**src/rtl/mul_rr_scheduler.sv**
```systemverilog
// Round-robin scheduler sharing one 8x8 unsigned multiplier across NUM_REQ requesters.
// Define MUL_RR_PERF_EN to add the perf_issued_o / perf_stall_o counters.

module Eight_Bit_Mul (
   input  logic [7:0]  a_i,
   input  logic [7:0]  b_i,
   output logic [15:0] prod_o,
   output logic        carry_o
);
   logic [16:0] full;

   assign full    = {9'b0, a_i} * {9'b0, b_i};
   assign prod_o  = full[15:0];
   assign carry_o = full[16];
endmodule

module mul_rr_scheduler #(
   parameter int NUM_REQ = 4,
   parameter int ID_W    = 2
) (
   input  logic                 clk_i,
   input  logic                 rst_i,
   input  logic [NUM_REQ-1:0]   req_valid_i,
   output logic [NUM_REQ-1:0]   req_ready_o,
   input  logic [8*NUM_REQ-1:0] req_a_i,
   input  logic [8*NUM_REQ-1:0] req_b_i,
   output logic                 rsp_valid_o,
   input  logic                 rsp_ready_i,
   output logic [15:0]          rsp_prod_o,
   output logic [ID_W-1:0]      rsp_id_o,
   output logic                 busy_o
`ifdef MUL_RR_PERF_EN
   ,
   output logic [15:0]          perf_issued_o,
   output logic [15:0]          perf_stall_o
`endif
);
   logic            s1_valid_q, s1_valid_d;
   logic [7:0]      op_a_q, op_a_d, op_b_q, op_b_d;
   logic [ID_W-1:0] op_id_q, op_id_d;
   logic [ID_W-1:0] rr_ptr_q, rr_ptr_d;
   logic            rsp_valid_q, rsp_valid_d;
   logic [15:0]     rsp_prod_q, rsp_prod_d;
   logic [ID_W-1:0] rsp_id_q, rsp_id_d;

   logic            drain, s2_en, s1_en, accept;
   logic            grant_vld;
   logic [ID_W-1:0] grant_idx, grant_nxt;
   logic [7:0]      a_lane [NUM_REQ];
   logic [7:0]      b_lane [NUM_REQ];
   logic [15:0]     mul_prod;
   logic            mul_carry;

   assign drain  = rsp_valid_q & rsp_ready_i;
   assign s2_en  = s1_valid_q & (~rsp_valid_q | drain);
   assign s1_en  = ~s1_valid_q | s2_en;
   assign accept = grant_vld & s1_en & ~rst_i;

   // Two passes split at rr_ptr give the rotating priority without a modulo.
   always_comb begin
      grant_vld = 1'b0;
      grant_idx = '0;
      for (int i = 0; i < NUM_REQ; i++) begin
         if (!grant_vld && req_valid_i[i] && (i >= int'(rr_ptr_q))) begin
            grant_vld = 1'b1;
            grant_idx = ID_W'(i);
         end
      end
      for (int i = 0; i < NUM_REQ; i++) begin
         if (!grant_vld && req_valid_i[i] && (i < int'(rr_ptr_q))) begin
            grant_vld = 1'b1;
            grant_idx = ID_W'(i);
         end
      end
   end

   assign grant_nxt = (grant_idx == ID_W'(NUM_REQ - 1)) ? '0 : grant_idx + 1'b1;

   for (genvar g = 0; g < NUM_REQ; g++) begin : g_lane
      assign a_lane[g]      = req_a_i[8*g +: 8];
      assign b_lane[g]      = req_b_i[8*g +: 8];
      assign req_ready_o[g] = accept & (grant_idx == ID_W'(g));
   end

   Eight_Bit_Mul u_mul (
      .a_i     (op_a_q),
      .b_i     (op_b_q),
      .prod_o  (mul_prod),
      .carry_o (mul_carry)
   );

   always_comb begin
      s1_valid_d  = s1_valid_q;
      op_a_d      = op_a_q;
      op_b_d      = op_b_q;
      op_id_d     = op_id_q;
      rr_ptr_d    = rr_ptr_q;
      rsp_valid_d = rsp_valid_q;
      rsp_prod_d  = rsp_prod_q;
      rsp_id_d    = rsp_id_q;
      if (s1_en) begin
         if (accept) begin
            op_a_d     = a_lane[grant_idx];
            op_b_d     = b_lane[grant_idx];
            op_id_d    = grant_idx;
            s1_valid_d = 1'b1;
            rr_ptr_d   = grant_nxt;
         end else begin
            s1_valid_d = 1'b0;
         end
      end
      // A stalled result keeps its product and id untouched.
      if (s2_en) begin
         rsp_prod_d  = mul_prod;
         rsp_id_d    = op_id_q;
         rsp_valid_d = 1'b1;
      end else if (drain) begin
         rsp_valid_d = 1'b0;
      end
   end

   always_ff @(posedge clk_i or posedge rst_i) begin
      if (rst_i) begin
         s1_valid_q  <= 1'b0;
         op_a_q      <= '0;
         op_b_q      <= '0;
         op_id_q     <= '0;
         rr_ptr_q    <= '0;
         rsp_valid_q <= 1'b0;
         rsp_prod_q  <= '0;
         rsp_id_q    <= '0;
      end else begin
         s1_valid_q  <= s1_valid_d;
         op_a_q      <= op_a_d;
         op_b_q      <= op_b_d;
         op_id_q     <= op_id_d;
         rr_ptr_q    <= rr_ptr_d;
         rsp_valid_q <= rsp_valid_d;
         rsp_prod_q  <= rsp_prod_d;
         rsp_id_q    <= rsp_id_d;
      end
   end

   assign rsp_valid_o = rsp_valid_q;
   assign rsp_prod_o  = rsp_prod_q;
   assign rsp_id_o    = rsp_id_q;
   assign busy_o      = s1_valid_q | rsp_valid_q;

`ifdef MUL_RR_PERF_EN
   logic [15:0] issued_q, issued_d, stall_q, stall_d;

   always_comb begin
      issued_d = accept ? issued_q + 16'd1 : issued_q;
      stall_d  = stall_q;
      if (rsp_valid_q && !rsp_ready_i && (stall_q != 16'hFFFF)) stall_d = stall_q + 16'd1;
   end

   always_ff @(posedge clk_i or posedge rst_i) begin
      if (rst_i) begin
         issued_q <= '0;
         stall_q  <= '0;
      end else begin
         issued_q <= issued_d;
         stall_q  <= stall_d;
      end
   end

   assign perf_issued_o = issued_q;
   assign perf_stall_o  = stall_q;
`endif

`ifndef SYNTHESIS
   always_ff @(posedge clk_i) begin
      if (!rst_i && s1_valid_q) assert (mul_carry == 1'b0) else $error("multiplier carry set");
   end
`endif
endmodule

```
**config.mk**
```make
export PLATFORM = sky130hd
export DESIGN_NAME = mul_rr_scheduler
export DESIGN_NICKNAME = d
export VERILOG_FILES = /design/src/rtl/mul_rr_scheduler.sv
export SDC_FILE = /design/constraint.sdc
export NUM_CORES = 1
export LEC_CHECK = 0
export ABC_AREA = 1
export CORE_UTILIZATION = 53
export CTS_BUF_LIST = sky130_fd_sc_hd__clkbuf_4 sky130_fd_sc_hd__clkbuf_8 sky130_fd_sc_hd__clkbuf_16
export CTS_CLUSTER_SIZE = 16
export DETAILED_ROUTE_END_ITERATION = 8
export MAX_ROUTING_LAYER = met4
export PLACE_DENSITY = 0.88
export SKIP_CTS_REPAIR_TIMING = 1
export SLEW_MARGIN = 20
export SYNTH_ARGS = -nofsm -noshare
export SYNTH_HDL_FRONTEND = slang
export SYNTH_SLANG_ARGS = --single-unit
```
**constraint.sdc**
```tcl
create_clock -name clk_i -period 5.57 [get_ports clk_i]
set_clock_uncertainty 0.15 [all_clocks]
set_input_delay 1.114 -clock clk_i [delete_from_list [all_inputs] [get_ports clk_i]]
set_output_delay 1.114 -clock clk_i [all_outputs]
set_load 0.02 [all_outputs]
```
==> metrics.cfg, run 1 <==
[die]
die_height_um=96.3
core_area_um2=8680
number_of_top_level_pins=95
dieArea_um2=9270
initial_utilization_pct=54.3
die_w_um=96.3
std_cell_rows=34

[critical_path]
required_time_reported_for_the_critical_path_endpoint_ps=4310
critical_path.startpoint_type=input pin
worst_r2r_path_depth=17
rr_startpoint=op_a_q[3]
endpoint_type_of_the_worst_setup_path=output port
crit_arrival_ps=3370
cp-startpoint=req_valid_i[1]
critical_path.max_fanout=19
setup.worst_path.class=input pin to output port

[placement]
portBuffers=94
placedInstanceArea_um2=5660
place_hpwl_um=8940
preCtsSetupSlack_ps=962
gpl.final_weighted_congestion=0.853

[sta]
finalCritPeriodShare_pct=83.2
max_freq_ghz=0.216
max_slew_margin_pct=58.4
fin_hold_ws_ps=334
finalSetupViolCount=0
setup_tns_ps=0
fin_crit_ps=4640
hold_viol_final=0
final.setup.worst_slack_ps=934
rsz0062_at_grt=no
slew_violations=0
worst_margin_pin_slew_ps=622

[drt]
dr_total_vias=4362
final_antenna_net_count=0
drc=0
drt-wirelength-per-cell_um=12.2
drt-total-wl_um=10800
post_drt_via_cell_ratio=4.90
initialDrtViolationCount=172
drtPass1Iterations=4

[cts]
cts.htree.levels=2
numClockSinks=40
clk_path_buf_depth=2
cts.reportedPaths.clkPinSlew_ps=90
insertion_delay_ps=310
cts_buffers=5
cts_root_buf=sky130_fd_sc_hd__clkbuf_8
cts_tree=built

[logic_synthesis]
synth.most_common_cell=sky130_fd_sc_hd__nand2_1
syn_avg_cell_area_um2=6.65
dominantRegCellSynth=sky130_fd_sc_hd__dfrtp_1
post_synth_instance_area_um2=4710
synthesis.nets=856
synth.ff_latch_count=40
synth_edf_count=0
synth_top_cells_by_area=sky130_fd_sc_hd__dfrtp_1 (21%), sky130_fd_sc_hd__nand2_1 (20%), sky130_fd_sc_hd__fa_1 (15%)
yosys.area.top_type_share_pct=21.2
yosysTopAreaCell=sky130_fd_sc_hd__dfrtp_1
post_synth_most_frequent_cells=sky130_fd_sc_hd__nand2_1 (256), sky130_fd_sc_hd__inv_1 (168), sky130_fd_sc_hd__nand3_1 (60), sky130_fd_sc_hd__dfrtp_1 (40), sky130_fd_sc_hd__ha_1 (40)
synth_warnings=0
ys_seq_area_share_pct=21.2
yosys.cell_types.count=28
syn_inst=709
async_reset_ff_share_pct=100

[finish]
final_design_area_no_fill_um2=5770
final_nets=929
layout-drive-gt1-share_pct=2.81
diodes=0
nFillCells=729
flow.area_growth_from_synthesis_pct=22.5

[hold_path]
hold_path_startpoint=op_id_q[0]
hold-path-cell-count=2
hold_path_class=flip-flop to flip-flop

[grt]
grt.overflow.total=0
first_global_vias=4285
grt_pass1_wl_um=18400
antenna_violations_before_repair=0
grt_start_max_net_pins=41
grt_use_total_pct=26.1

[run_status]
status=finished, final reports clean

[power]
leakagePower_nw=3.54
vdd.ir_drop.worst_uv=335
powerDensity_nw_per_um2=631
report.power.total_mw=3.65

[flow_run]
cap_viol_max_count=0

cell families after synthesis:
logic type	after synthesis	share of synthesized area, %
XOR/XNOR	6	1.11
adder cells (fa/ha/maj)	76	25.9
AO/OA/AOI/OAI	36	4.19
AND/OR/NAND/NOR	348	30.4
flip-flops	40	21.2
buffers and inverters	203	17.1
per-layer routing:
metal | global-route usage [%] | part of all wire [%] | wire length (um) | vias to the layer above
met3 | 2.92 | 4.8 | 516 | 20
li1 | - | - | - | 2231
met5 | - | 0 | 0 | -
met1 | 31.8 | 44 | 4800 | 1953
met2 | 45.6 | 49 | 5350 | 158
met4 | 7.60 | 1.5 | 163 | 0
flip-flops by register name, summed over array words and instances, names as in the netlist:
register     cells
rsp_valid_o      1
rsp_id_o         2
rr_ptr_q         2
op_a_q           8
op_b_q           8
op_id_q          2
rsp_prod_o      16
s1_valid_q       1
final cells by class:
type,count,area (um2),share of cell area (%)
clock buffers,5,68.8,1.19
inverters,170,638,11.1
clock inverters,3,47.5,0.823
multi-input cells,466,2910,50.3
well taps,108,135,2.34
repair buffers,99,978,16.9
flip-flops and latches,40,1000,17.3
through the flow:
step	std cells	util, %
global placement	883	65.2
finish	891	66.5
CTS	891	66.5
detailed placement	883	65.2
global route	891	66.5
floorplan	709	-
power by group:
| part | total (mW) | internal, mW | leakage [nW] | switching (mW) |
|---|---|---|---|---|
| clock | 0.250 | 0.135 | 0.0583 | 0.115 |
| sequential | 0.632 | 0.421 | 0.498 | 0.211 |
| combinational | 2.76 | 1.11 | 2.98 | 1.66 |
worst paths after layout:
check | endpoint | slack [ps]
worst max-delay path | req_ready_o[3] | 930
worst min-delay path | rsp_id_o[0] | 330
worst max register to register | rsp_prod_o[14] | 1140
worst min register to register | rsp_id_o[0] | 330
max in group asynchronous | op_a_q[3] | 3760
min in group asynchronous | rsp_id_o[1] | 1150
cells in the final DEF, fill, tap and decap left out, types with 2 or more instances in the layout:
cell and n:
sky130_fd_sc_hd__fa_1 36, sky130_fd_sc_hd__inv_2 2, sky130_fd_sc_hd__nand3_2 2, sky130_fd_sc_hd__clkinv_4 2
sky130_fd_sc_hd__dfrtp_1 40, sky130_fd_sc_hd__ha_1 40, sky130_fd_sc_hd__nand3_1 60, sky130_fd_sc_hd__nor2_1 17
sky130_fd_sc_hd__o21bai_1 2, sky130_fd_sc_hd__clkdlybuf4s50_1 94, sky130_fd_sc_hd__buf_4 5, sky130_fd_sc_hd__a21oi_1 7
sky130_fd_sc_hd__nor3_1 2, sky130_fd_sc_hd__o21ai_1 3, sky130_fd_sc_hd__nand2_1 256, sky130_fd_sc_hd__o21ai_0 16
sky130_fd_sc_hd__clkbuf_8 5, sky130_fd_sc_hd__nand4_1 6, sky130_fd_sc_hd__xor2_1 2, sky130_fd_sc_hd__nand2_2 2
sky130_fd_sc_hd__inv_1 168, sky130_fd_sc_hd__xnor2_1 4, sky130_fd_sc_hd__a31oi_1 6
worst max-delay path, stage by stage:
cell                              delay [ps]
sky130_fd_sc_hd__clkdlybuf4s50_1         470
sky130_fd_sc_hd__nand2_1                 110
sky130_fd_sc_hd__nand2_1                 100
sky130_fd_sc_hd__nor2_4                  120
sky130_fd_sc_hd__nand4_1                 100
sky130_fd_sc_hd__nand2_2                 320
sky130_fd_sc_hd__ha_1                    240
sky130_fd_sc_hd__inv_1                    50
sky130_fd_sc_hd__nor2_1                  110
sky130_fd_sc_hd__clkdlybuf4s50_1         620
No activity file was read; power rests on OpenSTA's default activity.
==> run 2: changes to the inputs <==
CORE_UTILIZATION = 48   (was 53)
PLACE_DENSITY = 0.84   (was 0.88)
clock period = 3.93 ns   (was 5.57 ns; I/O delays follow)
==> metrics.cfg, run 2 (synthesized netlist as in run 1, its figures left out) <==
[sta]
hold_viol_final=0  ; unchanged
max_slew_margin_pct=66.9  ; +8.4 points
finalSetupViolCount=7  ; +7
fin_crit_ps=4110
rsz0062_at_grt=yes
finalCritPeriodShare_pct=105
slew_violations=0  ; unchanged
final.setup.worst_slack_ps=-180  ; -1110 ps
fin_hold_ws_ps=338  ; +4.11 ps
max_freq_ghz=0.243
worst_margin_pin_slew_ps=497  ; -125 ps

[die]
number_of_top_level_pins=95  ; unchanged
std_cell_rows=35  ; +2.9%
die_w_um=101  ; +5.0%
initial_utilization_pct=50.3  ; -4.0 points
dieArea_um2=10200  ; +10%
core_area_um2=9370  ; +8.0%
die_height_um=101  ; +5.0%

[run_status]
status=finished, violations left
failing_checks=negative setup slack

[finish]
max_reg_flops=16  ; unchanged
layout-drive-gt1-share_pct=13.9  ; +11 points
final_nets=974  ; +4.8%
final_design_area_no_fill_um2=6430  ; +11%
mostFrequentLayoutCell=sky130_fd_sc_hd__nand2_1
diodes=0  ; unchanged
layout.cells.non_filler=957  ; +7.4%
layout_common_cells=sky130_fd_sc_hd__nand2_1 (248), sky130_fd_sc_hd__inv_1 (163), sky130_fd_sc_hd__clkdlybuf4s50_1 (94)
nFillCells=767  ; +5.2%
flow.area_growth_from_synthesis_pct=36.4

[cts]
cts_root_buf=sky130_fd_sc_hd__clkbuf_8
cts.reportedPaths.clkPinSlew_ps=80  ; about the same
cts_tree=built
cts.htree.levels=2  ; unchanged
insertion_delay_ps=300  ; about the same
numClockSinks=40  ; unchanged
clk_path_buf_depth=2  ; unchanged
cts_buffers=5  ; unchanged

[drt]
drt-wirelength-per-cell_um=12.7  ; +4.9%
final_antenna_net_count=0  ; unchanged
dr_wl_met3_um=570  ; +10%
drtPass1Iterations=6  ; +2
drt-total-wl_um=12200  ; +13%
initialDrtViolationCount=225  ; +31%
met1Wirelength_um=5030  ; +4.9%
drc=0  ; unchanged
dr.max_layer_used=met4
post_drt_via_cell_ratio=4.91  ; +0.23%
dr_total_vias=4696  ; +7.7%
met2WireLength_um=6300  ; +18%

[grt]
grt.overflow.total=0  ; unchanged
grt_use_total_pct=25.2  ; -0.96 points
grt_start_max_net_pins=41  ; unchanged
antenna_violations_before_repair=0  ; unchanged
first_global_vias=4721  ; +10%
grt_pass1_wl_um=20000  ; +8.5%

[placement]
portBuffers=94  ; unchanged
placed_cells_incl_taps=943  ; +6.8%
place_hpwl_um=9310  ; +4.1%
gpl.final_weighted_congestion=0.986  ; +16%
placedInstanceArea_um2=6030  ; +6.5%

[critical_path]
rr_startpoint=op_a_q[3]
worst_r2r_path_depth=17  ; unchanged
critical_path.startpoint_type=flip-flop
crit_arrival_ps=4150  ; +780 ps
timing.critical_path.max_delay_family=adder cells
endpoint_type_of_the_worst_setup_path=flip-flop
critical_path_cell_sequence=buf_4, nand2_1, inv_1, fa_1, inv_1, fa_1, inv_1, fa_1, ha_1, ha_4, nand2_1, nor3_1, nand3_1, nand3_1, nand2_1, nand3_1, nand2_1
r2r-end=rsp_prod_o[14]
cp_slowest_cell=sky130_fd_sc_hd__fa_1
critical_path.max_fanout=5  ; -14
path_buf_inv=4  ; +1
required_time_reported_for_the_critical_path_endpoint_ps=3970  ; -340 ps
critical-path-top-cell-by-count=sky130_fd_sc_hd__nand2_1
cp_slowest_stage_delay_ps=540  ; -80 ps
setup.worst_path.class=flip-flop to flip-flop
setup_slack_reg_to_reg_ps=-180  ; -1320 ps

[hold_path]
hold_path_end=rsp_id_o[0]
hold_path_class=flip-flop to flip-flop
hold_path_startpoint=op_id_q[0]
hold-path-cell-count=2  ; unchanged

[flow_run]
cap_viol_max_count=0  ; unchanged

==> run 2: worst max-delay path by stage <==
stage,start,cells past startpoint,endpoint
final,op_a_q[3],17,rsp_prod_o[14]
after CTS,op_b_q[4],19,rsp_prod_o[12]
after global routing,op_a_q[3],17,rsp_prod_o[15]
after floorplan,op_a_q[3],20,rsp_prod_o[12]
after detailed placement,op_b_q[4],19,rsp_prod_o[12]
after global placement,op_b_q[4],17,rsp_prod_o[12]
==> run 2: area by class of cell <==
class                   instances  area [um2]  area share, %
repair buffers                144        1320           20.5
well taps                     129         161           2.51
clock buffers                   5        68.8           1.07
flip-flops and latches         40        1010           15.7
clock inverters                 3        90.1           1.40
inverters                     170         638           9.93
multi-input cells             466        3140           48.9
==> run 2: layer usage <==
metal | vias to the layer above | global-route usage [%]
met4 | 0 | 8.47
met5 | - | -
met1 | 2152 | 27.3
li1 | 2325 | -
met3 | 39 | 3.54
met2 | 180 | 46.8
==> run 2: worst register-to-register path: stages, from the launching register on <==
cell	delay [ps]
sky130_fd_sc_hd__dfrtp_2	440
sky130_fd_sc_hd__buf_4	140
sky130_fd_sc_hd__nand2_1	70
sky130_fd_sc_hd__inv_1	60
sky130_fd_sc_hd__fa_1	530
sky130_fd_sc_hd__inv_1	60
sky130_fd_sc_hd__fa_1	540
sky130_fd_sc_hd__inv_1	60
sky130_fd_sc_hd__fa_1	490
sky130_fd_sc_hd__ha_1	350
sky130_fd_sc_hd__ha_4	300
sky130_fd_sc_hd__nand2_1	100
sky130_fd_sc_hd__nor3_1	250
sky130_fd_sc_hd__nand3_1	170
sky130_fd_sc_hd__nand3_1	120
sky130_fd_sc_hd__nand2_1	50
sky130_fd_sc_hd__nand3_1	60
sky130_fd_sc_hd__nand2_1	60
==> run 2: per-stage QoR <==
stage	setup TNS [ps]	util, %	worst slack (ps)
after global placement	-341	64.3	-82.7
final	-711	68.6	-180
after global routing	-2050	68.6	-337
after detailed placement	-878	64.3	-179
after floorplan	0	-	0.327
after CTS	-1230	66.0	-216
Power of run 2 is not shown: default switching activity piles up to over one toggle a cycle in this logic, so the estimate is an artifact.
